[src/rtl/tick_interval_counter.sv]
// tick_interval_counter
//   Measures elapsed time in 1 ms ticks between a Start and a Stop request and
//   presents it as packed BCD milliseconds. While measuring, TimerEn gates the
//   upstream 1 ms timer.
//
// Ports
//   Clk      in   system clock, rising edge
//   Rst      in   asynchronous active-low reset
//   Tick     in   1 ms tick (single-cycle pulse expected)
//   Start    in   start / restart request
//   Stop     in   stop request
//   Clear    in   return to idle and zero the count
//   TimerEn  out  timer enable, high while running
//   Running  out  high while running
//   Done     out  high once stopped or saturated
//   Overflow out  count saturated at full scale
//   BcdOut   out  elapsed ms, packed BCD, digit 0 in [3:0]
module tick_interval_counter #(
  parameter int unsigned DIGITS = 4
) (
  input  logic                  Clk,
  input  logic                  Rst,
  input  logic                  Tick,
  input  logic                  Start,
  input  logic                  Stop,
  input  logic                  Clear,
  output logic                  TimerEn,
  output logic                  Running,
  output logic                  Done,
  output logic                  Overflow,
  output logic [4*DIGITS-1:0]   BcdOut
);

  localparam int unsigned W = 4 * DIGITS;

  typedef enum logic [1:0] {StIdle, StRunning, StDone} state_e;

  state_e         state_q, state_d;
  logic [W-1:0]   count_q, count_d;
  logic           ovf_q, ovf_d;

  logic [W-1:0]   count_inc;
  logic           count_full;

  // Ripple BCD increment: each digit wraps 9 -> 0 and passes the carry up.
  always_comb begin
    logic carry;
    count_inc  = count_q;
    count_full = 1'b1;
    carry      = 1'b1;
    for (int i = 0; i < int'(DIGITS); i++) begin
      if (count_q[4*i +: 4] != 4'd9) begin
        count_full = 1'b0;
      end
      if (carry) begin
        if (count_q[4*i +: 4] >= 4'd9) begin
          count_inc[4*i +: 4] = 4'd0;
        end else begin
          count_inc[4*i +: 4] = count_q[4*i +: 4] + 4'd1;
          carry               = 1'b0;
        end
      end
    end
  end

  // Priority: Clear > Stop > Start. Stop only has meaning while running.
  always_comb begin
    state_d = state_q;
    count_d = count_q;
    ovf_d   = ovf_q;
    if (Clear) begin
      state_d = StIdle;
      count_d = '0;
      ovf_d   = 1'b0;
    end else begin
      unique case (state_q)
        StIdle, StDone: begin
          if (Start) begin
            state_d = StRunning;
            count_d = '0;
            ovf_d   = 1'b0;
          end
        end
        StRunning: begin
          // A tick on the same edge as Stop is counted before stopping.
          if (Tick) begin
            if (count_full) begin
              ovf_d   = 1'b1;
              state_d = StDone;
            end else begin
              count_d = count_inc;
            end
          end
          if (Stop) begin
            state_d = StDone;
          end
        end
        default: begin
          state_d = StIdle;
        end
      endcase
    end
  end

  always_ff @(posedge Clk or negedge Rst) begin
    if (!Rst) begin
      state_q <= StIdle;
      count_q <= '0;
      ovf_q   <= 1'b0;
    end else begin
      state_q <= state_d;
      count_q <= count_d;
      ovf_q   <= ovf_d;
    end
  end

  assign TimerEn  = (state_q == StRunning);
  assign Running  = (state_q == StRunning);
  assign Done     = (state_q == StDone);
  assign Overflow = ovf_q;
  assign BcdOut   = count_q;

endmodule

[config.mk]
export PLATFORM = sky130hd
export DESIGN_NAME = tick_interval_counter
export DESIGN_NICKNAME = d
export VERILOG_FILES = /design/src/rtl/tick_interval_counter.sv
export SDC_FILE = /design/constraint.sdc
export NUM_CORES = 1
export LEC_CHECK = 0
export CORE_MARGIN = 2
export CORE_UTILIZATION = 40
export DETAILED_ROUTE_END_ITERATION = 8
export GPL_ROUTABILITY_DRIVEN = 1
export GPL_TIMING_DRIVEN = 1
export PLACE_DENSITY_LB_ADDON = 0.15
export SLEW_MARGIN = 15
export SYNTH_ARGS = -nofsm -noshare
export SYNTH_HDL_FRONTEND = slang
export SYNTH_SLANG_ARGS = --single-unit
[constraint.sdc]
create_clock -name Clk -period 3.3 [get_ports Clk]
set_clock_uncertainty 0.2 [all_clocks]
set_input_delay 0.825 -clock Clk [delete_from_list [all_inputs] [get_ports Clk]]
set_output_delay 0.825 -clock Clk [all_outputs]
set_load 0.02 [all_outputs]
# Yosys cells after proc, flatten, opt, wreduce, memory -nomap -nowiden
# Index checks and enable logic that the tools add are counted.
[totals] wordCells=70 input_bits=6 latchBits=0 mem_count=0 ff_bits=19 rom_bits=0 ramBits=0 out_inout_bits=20
[op_classes] n_lt_le_gt_ge=4 multipliers=0 n_mux=32 n_bitwise=0 n_reduce_logical=9 n_div=0 eq_ne=15 add_sub_neg=4 shift=0
[ops] operator="2-to-1 mux 16 bit" n=4
[ops] operator="one-hot mux 16 bit (2 select lines)" n=1
[ops] operator="2-to-1 mux 4 bit" n=7
[ops] operator="!= test 4 bit (second input constant)" n=5
[ops] operator="adder 4 x 1 -> 4 bit (second input constant)" n=4
[ops] operator=">= comparator 4 bit (second input constant)" n=4
[ops] operator="AND reduction 5 bit" n=3
[ops] operator="2-to-1 mux 1 bit" n=13
[ops] operator="!= test 3 x 2 -> 1 bit (second input constant)" n=4
[ops] operator="2-to-1 mux 2 bit" n=5
[ops] operator="!= test 3 bit (second input constant)" n=3
[ops] operator="AND reduction 4 bit" n=2
[ops] operator="!= test 4 x 3 -> 1 bit (second input constant)" n=1
[ops] operator="one-hot mux 2 bit (2 select lines)" n=1
[ops] operator="AND reduction 3 bit" n=1
[ops] operator="nonzero test 3 bit" n=1
[ops] operator="equality test 2 x 1 -> 1 bit (second input constant)" n=1
[ops] operator="equality test 2 bit (second input constant)" n=1
[ops] operator="zero test 2 bit" n=1
[ops] operator="one-hot mux 1 bit (2 select lines)" n=1
[ops] operator="OR reduction 2 bit" n=1

# Logic depth before layout (Yosys ltp)
# Gate-level depths: netlist of run 1.
[depth] depth_word=10 depth_mapped=8 depth_no_buf=7

# Least setup slack after synthesis of run 1
# No wires, ideal clock.
[synth_timing] kind="input-to-reg" startpoint="input Clear" endpoint="register count_q[12], in the netlist BcdOut[12]" stages=6 path_slack_ps=681 path_buffers=1 t_arrival_ps=2294 cell_sequence="or3b_4 > nor4_4 > or4_1 > buf_4 > nand2b_4 > mux2_4"
[synth_via] elab_chain_cells=2 elab_cells_between_ends=7
[synth_lines] element="start, declared" line_no="26" source="input logic Clear,"
[synth_lines] element="!= test 3 x 2 -> 1 bit (no line) (tied with other cells)"
[synth_lines] element="AND reduction 5 bit (no line)"
[synth_lines] element="end signal, assigned" line_no="112" source="count_q <= count_d;"
[synth_lines] element="end, declared" line_no="39" source="logic [W-1:0] count_q, count_d;"
# Parallel ways exist; a longest one is shown, timed or not.
# A chain may end at the register's enable or synchronous reset.

# Final worst setup path of run 1
# Ends and elaborated chain as after synthesis.

==> results of run 1 <==
-- worst register-to-register path, delay by kind of cell, from the launching register on --
kind,cells,cell delay [ns]
AOI/OAI and AO/OA,1,0.26
and+or+nand+nor,3,0.83
adders and majority gates,1,0.26
DFF,1,0.47
muxes,1,0.31
-- area by class of cell --
class / instances / area [sq um] / area share, %
sequential: 19 / 475.5 / 29.57
clock buffer: 4 / 26.28 / 1.634
timing repair buffer: 30 / 287.8 / 17.90
multi-input combinational: 95 / 703.2 / 43.74
inverter: 16 / 60.06 / 3.735
tap: 44 / 55.05 / 3.424
-- through the flow --
stage               util [%]  hold slack (ns)
finish                 53.10           0.3138
global route           53.10           0.3445
CTS                    53.10           0.3150
detailed placement     52.23           0.2884
global placement       52.23           0.2787
floorplan                  -           0.3294
-- flip-flops by register name (all words and copies together), names as in the netlist --
signal / flops
BcdOut: 16
state_q: 2
Overflow: 1
-- where the power goes --
group / switching, mW / internal (mW)
clock: 0.0744 / 0.0471
sequential: 0.00804 / 0.238
combinational: 0.0543 / 0.0452
total: 0.137 / 0.330
-- cell usage after synthesis (all sizes together), types with 3 or more instances --
cell type  count
a21oi          4
buf            3
dfrtp         19
ha            12
inv           16
nand2          7
nand3          6
nor2           9
nor2b          4
nor3b          4
o21ai         18
o31ai          3
or3            3
-- metal layers --
metal | GRT usage, % | share of wire, % | up-vias
met3 | 3.896 | 3.1 | 5
met4 | 4.762 | 1.4 | 0
li1 | - | - | 533
met2 | 27.64 | 47 | 20
met1 | 23.24 | 48 | 486
met5 | 0 | 0 | -
-- path summary, 6_finish.rpt --
path	start	end	slack (ns)	cells past startpoint
worst max-delay path	Clear	BcdOut[12]	0.57	6
max in group asynchronous	Rst	BcdOut[5]	2.05	2
worst min-delay path	Overflow	Overflow	0.31	1
worst max register to register	BcdOut[0]	BcdOut[12]	0.87	6
worst min register to register	Overflow	Overflow	0.31	1
min in group asynchronous	Rst	BcdOut[3]	0.65	2
-- kinds of logic after synthesis --
group           count (synthesis)  share of synthesized area [%]
simple gates                   46                          23.36
compound gates                 35                          18.59
buf+inv                        19                          6.360
flops                          19                          37.77
fa+ha+maj                      12                          11.93
mux                             2                          1.988
==> flow_summary.toml, run 1 <==
[setup_path]
worst_setup_path_end_kind = "flop"
path_buf_inv = 1
slowest_stage = "or3b_4"
start_kind = "input port"
cp_top_family = "simple AND/OR/NAND/NOR gates"
cp.arrival_ns = 2.73
worst-setup-path-type = "in -> reg"
crit_path_max_fanout = 5
cp.required_ns = 3.30
max_stage_delay_ns = 0.45
worstPathCellList = "clkdlybuf4s50_1, or3b_4, nor4_4, or4_1, nand2b_4, mux2_4"

[timing]
fin_setup_tns_ns = 0
max_freq_mhz = 366.0
min_period_ns = 2.732
setup_ws_ns = 0.5678
grt_setup_unrepaired = "false"
hold_viol_final = 0
period_share_pct = 82.79
worstMarginPinSlew_ns = 0.3990
slew_violations = 0
maxSlewHeadroom_pct = 73.40
setup_viol = 0

[clock_network]
cts_max_level = 1
ctsLongestPathBuffers = 2
cts_tree = "built"
cts_buffers = 3
post_cts_buffers = 0
clk_pin_slew_ns = 0.11
postCtsHoldBufs = 0
cts-root-buf = "clkbuf_4"
cts_resized = 0
cts_sinks = 19
clock_latency_ns = 0.30

[floorplan]
rows = 20
core_sq_mm = 0.003028
num_io_pins = 26
start_util_pct = 41.57
die_x_microns = 60.10
dieArea_sq_mm = 0.003611
die_height_microns = 60.10

[place]
place_ws_ns = 0.2504
placed_cells = 204
place_hpwl_microns = 2097
io_buffers = 25
dpl_cell_area_sq_mm = 0.001582
gp_congestion = 0.8308

[drt]
drc = 0
dr.pass1.iters = 4
drt_iter0_markers = 37
routed_via_density = 5.019
wl_per_cell_microns = 13.07
vias = 1044
wirelength_microns = 2718
postRouteAntennaNets = 0

[synth]
avgSynthCellArea_sq_um = 9.464
synth-seq-cells = 19
yosys_warnings = 0
ys_types = 38
synth-async-reset-ratio_pct = 100.0
synth_top_area_share_pct = 37.77
synth_flop_cell = "dfrtp_1"
synth.area.top_cells = "dfrtp_1 38%, ha_1 12%, o21ai_1 4.8%"
syn_area_sq_mm = 0.001259
synth_nets = 151
yosysTopAreaCell = "dfrtp_1"
synth_edf_count = 0
netlist_instances = 133
ys_seq_area_share_pct = 37.77

[finish]
finalInstanceArea_sq_mm = 0.001608
area_delta_synth_final_pct = 27.73
layout.cells.non_filler = 208
nNetsFinal = 183
diodes = 0
fill_cells = 296
mostFrequentLayoutCells = "25 x clkdlybuf4s50_1, 19 x dfrtp_1, 15 x inv_1"
layout_commonest_cell = "clkdlybuf4s50_1"
layout-drive-gt1-share_pct = 11.59

[global_route]
grt_pass1_vias = 1036
grt_pass1_wl_microns = 4650
grt_usage_pct = 17.26
overflow = 0
grt_start_max_net_pins = 20
antenna_found_initial = 0

[power_and_ir_drop]
finalPower_mw = 0.4667
p_leak_nw = 0.6955
powerDensity_mw_per_mm2 = 290.3
max-vdd-ir-drop_uv = 160.8

[status]
status = "finished, final reports clean"

[min_path]
worstHoldPathType = "reg -> reg"

[flow_run]
drv_cap = 0
No activity file was read; power rests on OpenSTA's default activity.
==> inputs of run 2 (changes only) <==
==> constraint.sdc (replaced) <==
create_clock -name Clk -period 2.4 [get_ports Clk]
set_clock_uncertainty 0.2 [all_clocks]
set_input_delay 0.6 -clock Clk [delete_from_list [all_inputs] [get_ports Clk]]
set_output_delay 0.6 -clock Clk [all_outputs]
set_load 0.02 [all_outputs]
==> run 2 against run 1 <==
Net effect: worst setup slack worse by 0.51 ns; sequential share of layout area fell by 1.8 points; cell area grew 7.7%; clock power grew 45%; critical endpoint unchanged; largest power group unchanged; highest routed layer unchanged.
==> flow_summary.toml, run 2 (synthesized netlist as in run 1, its figures left out) <==
[status]
status = "finished, final reports clean"

[global_route]
grt_pass1_wl_microns = 4830
grt_pass1_vias = 1082
grt_usage_pct = 18.08
antenna_found_initial = 0
grt_start_max_net_pins = 20
overflow = 0

[drt]
wirelength_microns = 2858
drt_iter0_markers = 37
vias = 1113
routed_via_density = 5.014
drc = 0
dr.pass1.iters = 4
postRouteAntennaNets = 0
wl_per_cell_microns = 12.87

[clock_network]
clock_latency_ns = 0.32
clk_pin_slew_ns = 0.12
cts_buffers = 3
ctsLongestPathBuffers = 2
cts_sinks = 19
cts-root-buf = "clkbuf_4"
post_cts_buffers = 0
postCtsHoldBufs = 0
cts_tree = "built"
cts_max_level = 1

[finish]
diodes = 0
layout.cells.non_filler = 222
nNetsFinal = 197
largest_reg_flops = 16
fill_cells = 277
layout-drive-gt1-share_pct = 22.47
mostFrequentLayoutCells = "22 x clkdlybuf4s50_1, 19 x buf_4, 15 x dfrtp_1, 15 x inv_1"
layout_commonest_cell = "clkdlybuf4s50_1"
area_delta_synth_final_pct = 37.57

[setup_path]
max_stage_delay_ns = 0.43
slowest_stage = "clkdlybuf4s50_1"
worst-setup-path-type = "in -> reg"
crit_path_max_fanout = 4
worst_setup_path_end_kind = "flop"
r2r_setup_slack_ns = 0.09
worstReg2RegStart = "BcdOut[1]"
worstPathCellList = "clkdlybuf4s50_1, or3b_4, nor4_4, or4_4, nand2b_4, mux2_4"
start_kind = "input port"
cp.required_ns = 2.42
r2r-end = "BcdOut[14]"
cp.arrival_ns = 2.36
startpoint = "Clear"
cp-endpoint = "BcdOut[12]"
r2r_cells = 7

[power_and_ir_drop]
powerDensity_mw_per_mm2 = 389.5
p_seq_share_pct = 49.8
switching_share_pct = 30.24
max-vdd-ir-drop_uv = 275.7
switchingPower_mw = 0.2040
p_int_mw = 0.4705
p_comb_share_pct = 23.9
p_leak_nw = 0.7944
clock_power_share_pct = 26.3

[place]
io_buffers = 25
place_ws_ns = -0.3134
placed_cells = 218
place_hpwl_microns = 2183
gp_congestion = 0.8821

[flow_run]
drv_cap = 0

[timing]
period_share_pct = 97.71
setup_viol = 0
grt_setup_unrepaired = "false"
slew_violations = 0
maxSlewHeadroom_pct = 75.20
setup_ws_ns = 0.05501
worstMarginPinSlew_ns = 0.3681
hold_viol_final = 0
max_freq_mhz = 426.4
min_period_ns = 2.345

[floorplan]
core_sq_mm = 0.003028
start_util_pct = 41.57
die_x_microns = 60.10
rows = 20
dieArea_sq_mm = 0.003611
die_height_microns = 60.10
num_io_pins = 26

[min_path]
worstHoldPathType = "reg -> reg"
==> run 2: how the worst min path moves through the flow <==
| stage | to | cells after the start | start |
|---|---|---|---|
| finish | Overflow | 1 | Overflow |
| global route | Overflow | 1 | Overflow |
| CTS | Overflow | 1 | Overflow |
| detailed placement | Overflow | 1 | Overflow |
| global placement | Overflow | 1 | Overflow |
| floorplan | BcdOut[0] | 0 | Rst |
==> run 2: final cells by class <==
cell class	count	area [sq um]	share of cell area, %
clock buffers	3	22.52	1.301
well taps	44	55.05	3.179
clock inverters	1	5.005	0.2890
repair buffers	44	396.6	22.90
inverters	16	60.06	3.468
multi-input cells	95	711.9	41.11
flip-flops and latches	19	480.5	27.75
==> run 2: through the flow <==
stage / utilization, % / cell area (sq um) / total power [mW] / hold WS (ns) / TNS, ns
5_1_grt: 57.19 / 1732 / 0.7095 / 0.3363 / 0
4_1_cts: 56.74 / 1718 / 0.6748 / 0.3118 / 0
3_5_place_dp: 55.87 / 1692 / 0.5010 / 0.2827 / -3.243
3_3_place_gp: 55.87 / 1692 / 0.4988 / 0.2777 / -3.089
2_1_floorplan: - / 1264 / 0.4276 / 0.1044 / -0.01129
6_report: 57.19 / 1732 / 0.6745 / 0.3064 / 0
==> run 2: power by group through the flow <==
stage	clock network, mW	logic [mW]	registers (mW)
6_report	0.177	0.161	0.336
5_1_grt	0.195	0.177	0.338
3_3_place_gp	0	0.156	0.342
3_5_place_dp	0	0.159	0.342
4_1_cts	0.179	0.159	0.336
2_1_floorplan	0	0.0790	0.349
==> run 2: what timing repair did <==
action                                  4_1_cts  5_1_grt
gates cloned                                  0        0
gates resized for setup                       1        4
pin swaps                                     0        1
endpoints found under the setup margin        1       10
==> run 2: metal layers <==
metal / global-route usage (%) / routed length [microns] / share of wire [%]
met3: 4.762 / 120 / 4.2
met5: 0 / 0 / 0
met2: 29.81 / 1322 / 46
met4: 5.714 / 40 / 1.4
met1: 22.90 / 1375 / 48
==> run 2: worst max-delay path, delay by kind of cell <==
family,cells,cell delay (ns)
and+or+nand+nor,4,1.04
buffers and inverters,1,0.43
muxes,1,0.30
==> inputs of run 3 (changes only) <==
--- a/config.mk
+++ b/config.mk
@@ -5,12 +5,14 @@
 export SDC_FILE = /design/constraint.sdc
 export NUM_CORES = 1
 export LEC_CHECK = 0
+export CORE_ASPECT_RATIO = 2
 export CORE_MARGIN = 2
 export CORE_UTILIZATION = 40
 export DETAILED_ROUTE_END_ITERATION = 8
 export GPL_ROUTABILITY_DRIVEN = 1
 export GPL_TIMING_DRIVEN = 1
 export PLACE_DENSITY_LB_ADDON = 0.15
+export SETUP_SLACK_MARGIN = 0.02
 export SLEW_MARGIN = 15
 export SYNTH_ARGS = -nofsm -noshare
 export SYNTH_HDL_FRONTEND = slang
==> run 3 against run 2 <==
Net effect: cell area up 1.4%; clock power up 31%; register-to-register slack better by 0.02 ns; maximum frequency up 1.6%; global-route usage up 0.44 points; critical path depth up 1; sequential power about the same; non-clock buffer count up 3; hold slack worse by 0.014 ns; worst setup slack better by 0.038 ns; sequential share of layout area down 0.40 points.
==> flow_summary.toml, run 3 (synthesized netlist as in run 1, its figures left out) <==
[global_route]
overflow = 0
grt_pass1_wl_microns = 5209
antenna_found_initial = 0
grt_start_max_net_pins = 20
grt_pass1_vias = 1161
grtUsageMet1_pct = 19.07
use_met2_pct = 35.03
busiest_layer = "met2"
grt_usage_pct = 18.52
met3_usage_pct = 1.739

[timing]
grt_setup_unrepaired = "false"
slew_violations = 0
maxSlewHeadroom_pct = 73.57
hold_viol_final = 0
worstMarginPinSlew_ns = 0.3923
setup_viol = 0
min_period_ns = 2.307
max_freq_mhz = 433.5
period_share_pct = 96.13
fin_setup_tns_ns = 0

[flow_run]
drv_cap = 0

[clock_network]
cts_max_level = 1
cts_tree = "built"
ctsLongestPathBuffers = 2
clk_pin_slew_ns = 0.07
cts-root-buf = "clkbuf_8"
clock_latency_ns = 0.26
cts_buffers = 3
cts_sinks = 19

[floorplan]
die_height_microns = 83.33
num_io_pins = 26
die_x_microns = 43.67
start_util_pct = 42.27
core_sq_mm = 0.002978
dieArea_sq_mm = 0.003639
rows = 28

[min_path]
whs_path_depth = 1
worstHoldPathType = "reg -> reg"

[drt]
postRouteAntennaNets = 0
vias = 1125
drt_iter0_markers = 12
wl_per_cell_microns = 14.78
drc = 0
dr.pass1.iters = 4
wirelength_microns = 3118
routed_via_density = 5.332

[finish]
largest_reg_flops = 16
area_delta_synth_final_pct = 39.56
final_util_pct = 58.99
mostFrequentLayoutCells = "24 x clkdlybuf4s50_1, 21 x buf_4, 15 x dfrtp_1, 15 x inv_1"
layout_commonest_cell = "clkdlybuf4s50_1"
layout-drive-gt1-share_pct = 23.20
nNetsFinal = 200
regArea_sq_um = 480.5
multi_input_area_sq_um = 711.9
diodes = 0
fill_cells = 260

[setup_path]
start_kind = "input port"
worst_setup_path_end_kind = "flop"
r2r_cells = 7
crit_path_max_fanout = 8
cp.required_ns = 2.39
cp.arrival_ns = 2.29
worst-setup-path-type = "in -> reg"

[power_and_ir_drop]
p_comb_share_pct = 23.0
max-vdd-ir-drop_uv = 277.2
p_leak_nw = 0.7907
finalPower_mw = 0.7370
clock_power_share_pct = 31.4
powerDensity_mw_per_mm2 = 419.5
p_int_mw = 0.5312
switching_share_pct = 27.92
switchingPower_mw = 0.2057
p_seq_share_pct = 45.6

[place]
place_hpwl_microns = 2466
io_buffers = 25
gp_congestion = 0.7456

[status]
status = "finished, final reports clean"
run 3: cell types whose count changed in the layout (fill, tap and decap cells not counted):
cell | previous run | this run
dlymetal6s2s_1 | 2 | 1
clkinv_2 | 1 | 0
clkbuf_1 | 0 | 1
buf_4 | 19 | 21
clkbuf_8 | 0 | 3
clkdlybuf4s50_1 | 22 | 24
dlygate4sd2_1 | 1 | 0
buf_6 | 0 | 1
clkbuf_4 | 3 | 0
run 3: power by group through the flow:
stage / sequential, mW / clock [mW] / combinational [mW]
finish: 0.336 / 0.232 / 0.170
global route: 0.337 / 0.241 / 0.185
CTS: 0.336 / 0.231 / 0.168
detailed placement: 0.343 / 0 / 0.163
global placement: 0.342 / 0 / 0.160
floorplan: 0.349 / 0 / 0.0790
run 3: critical path: stages:
cell and delay (ns):
clkdlybuf4s50_1 0.47, and2b_1 0.15, a211oi_1 0.07, buf_4 0.15, or3_4 0.41, or3_1 0.37, o21ai_1 0.08
run 3: repair_timing:
action / CTS / global route
resized for setup: 2 / 2
buffers inserted: 0 / 2
pin swaps: 1 / 2
endpoints found under the setup margin: 7 / 6
hold buffers: 0 / 0
endpoints found under the hold margin: 0 / 0
cloned: 0 / 0
run 3: area by class of cell:
type,count,area share [%]
Tap cell,30,2.137
Sequential cell,19,27.35
Timing Repair Buffer,47,24.00
Clock buffer,4,2.564
Multi-Input combinational cell,95,40.53
Inverter,16,3.419
run 3: final timing paths:
check / startpoint / end / slack (ns)
worst max-delay path: Start / BcdOut[4] / 0.09
worst min-delay path: Overflow / Overflow / 0.29
worst max register to register: BcdOut[0] / BcdOut[12] / 0.11
worst min register to register: Overflow / Overflow / 0.29
max in group asynchronous: Rst / BcdOut[1] / 1.29
min in group asynchronous: Rst / BcdOut[13] / 0.48
run 3: per-stage QoR:
stage / cells / setup WS, ns / cell area [sq um] / hold slack, ns
2_1_floorplan: 133 / -0.01129 / 1264 / 0.1044
3_3_place_gp: 205 / -0.2873 / 1682 / 0.2783
3_5_place_dp: 205 / -0.3314 / 1682 / 0.2833
4_1_cts: 209 / 0.03360 / 1735 / 0.3002
5_1_grt: 211 / 0.01997 / 1757 / 0.3061
6_report: 211 / 0.09293 / 1757 / 0.2921
run 3: metal layers:
| layer | share of wire (%) | wire length [microns] | up-vias |
|---|---|---|---|
| met2 | 56 | 1735 | 26 |
| met3 | 3.2 | 100 | 6 |
| met4 | 2.6 | 82 | 0 |
| met1 | 39 | 1201 | 530 |
| met5 | 0 | 0 | - |
| li1 | - | - | 563 |
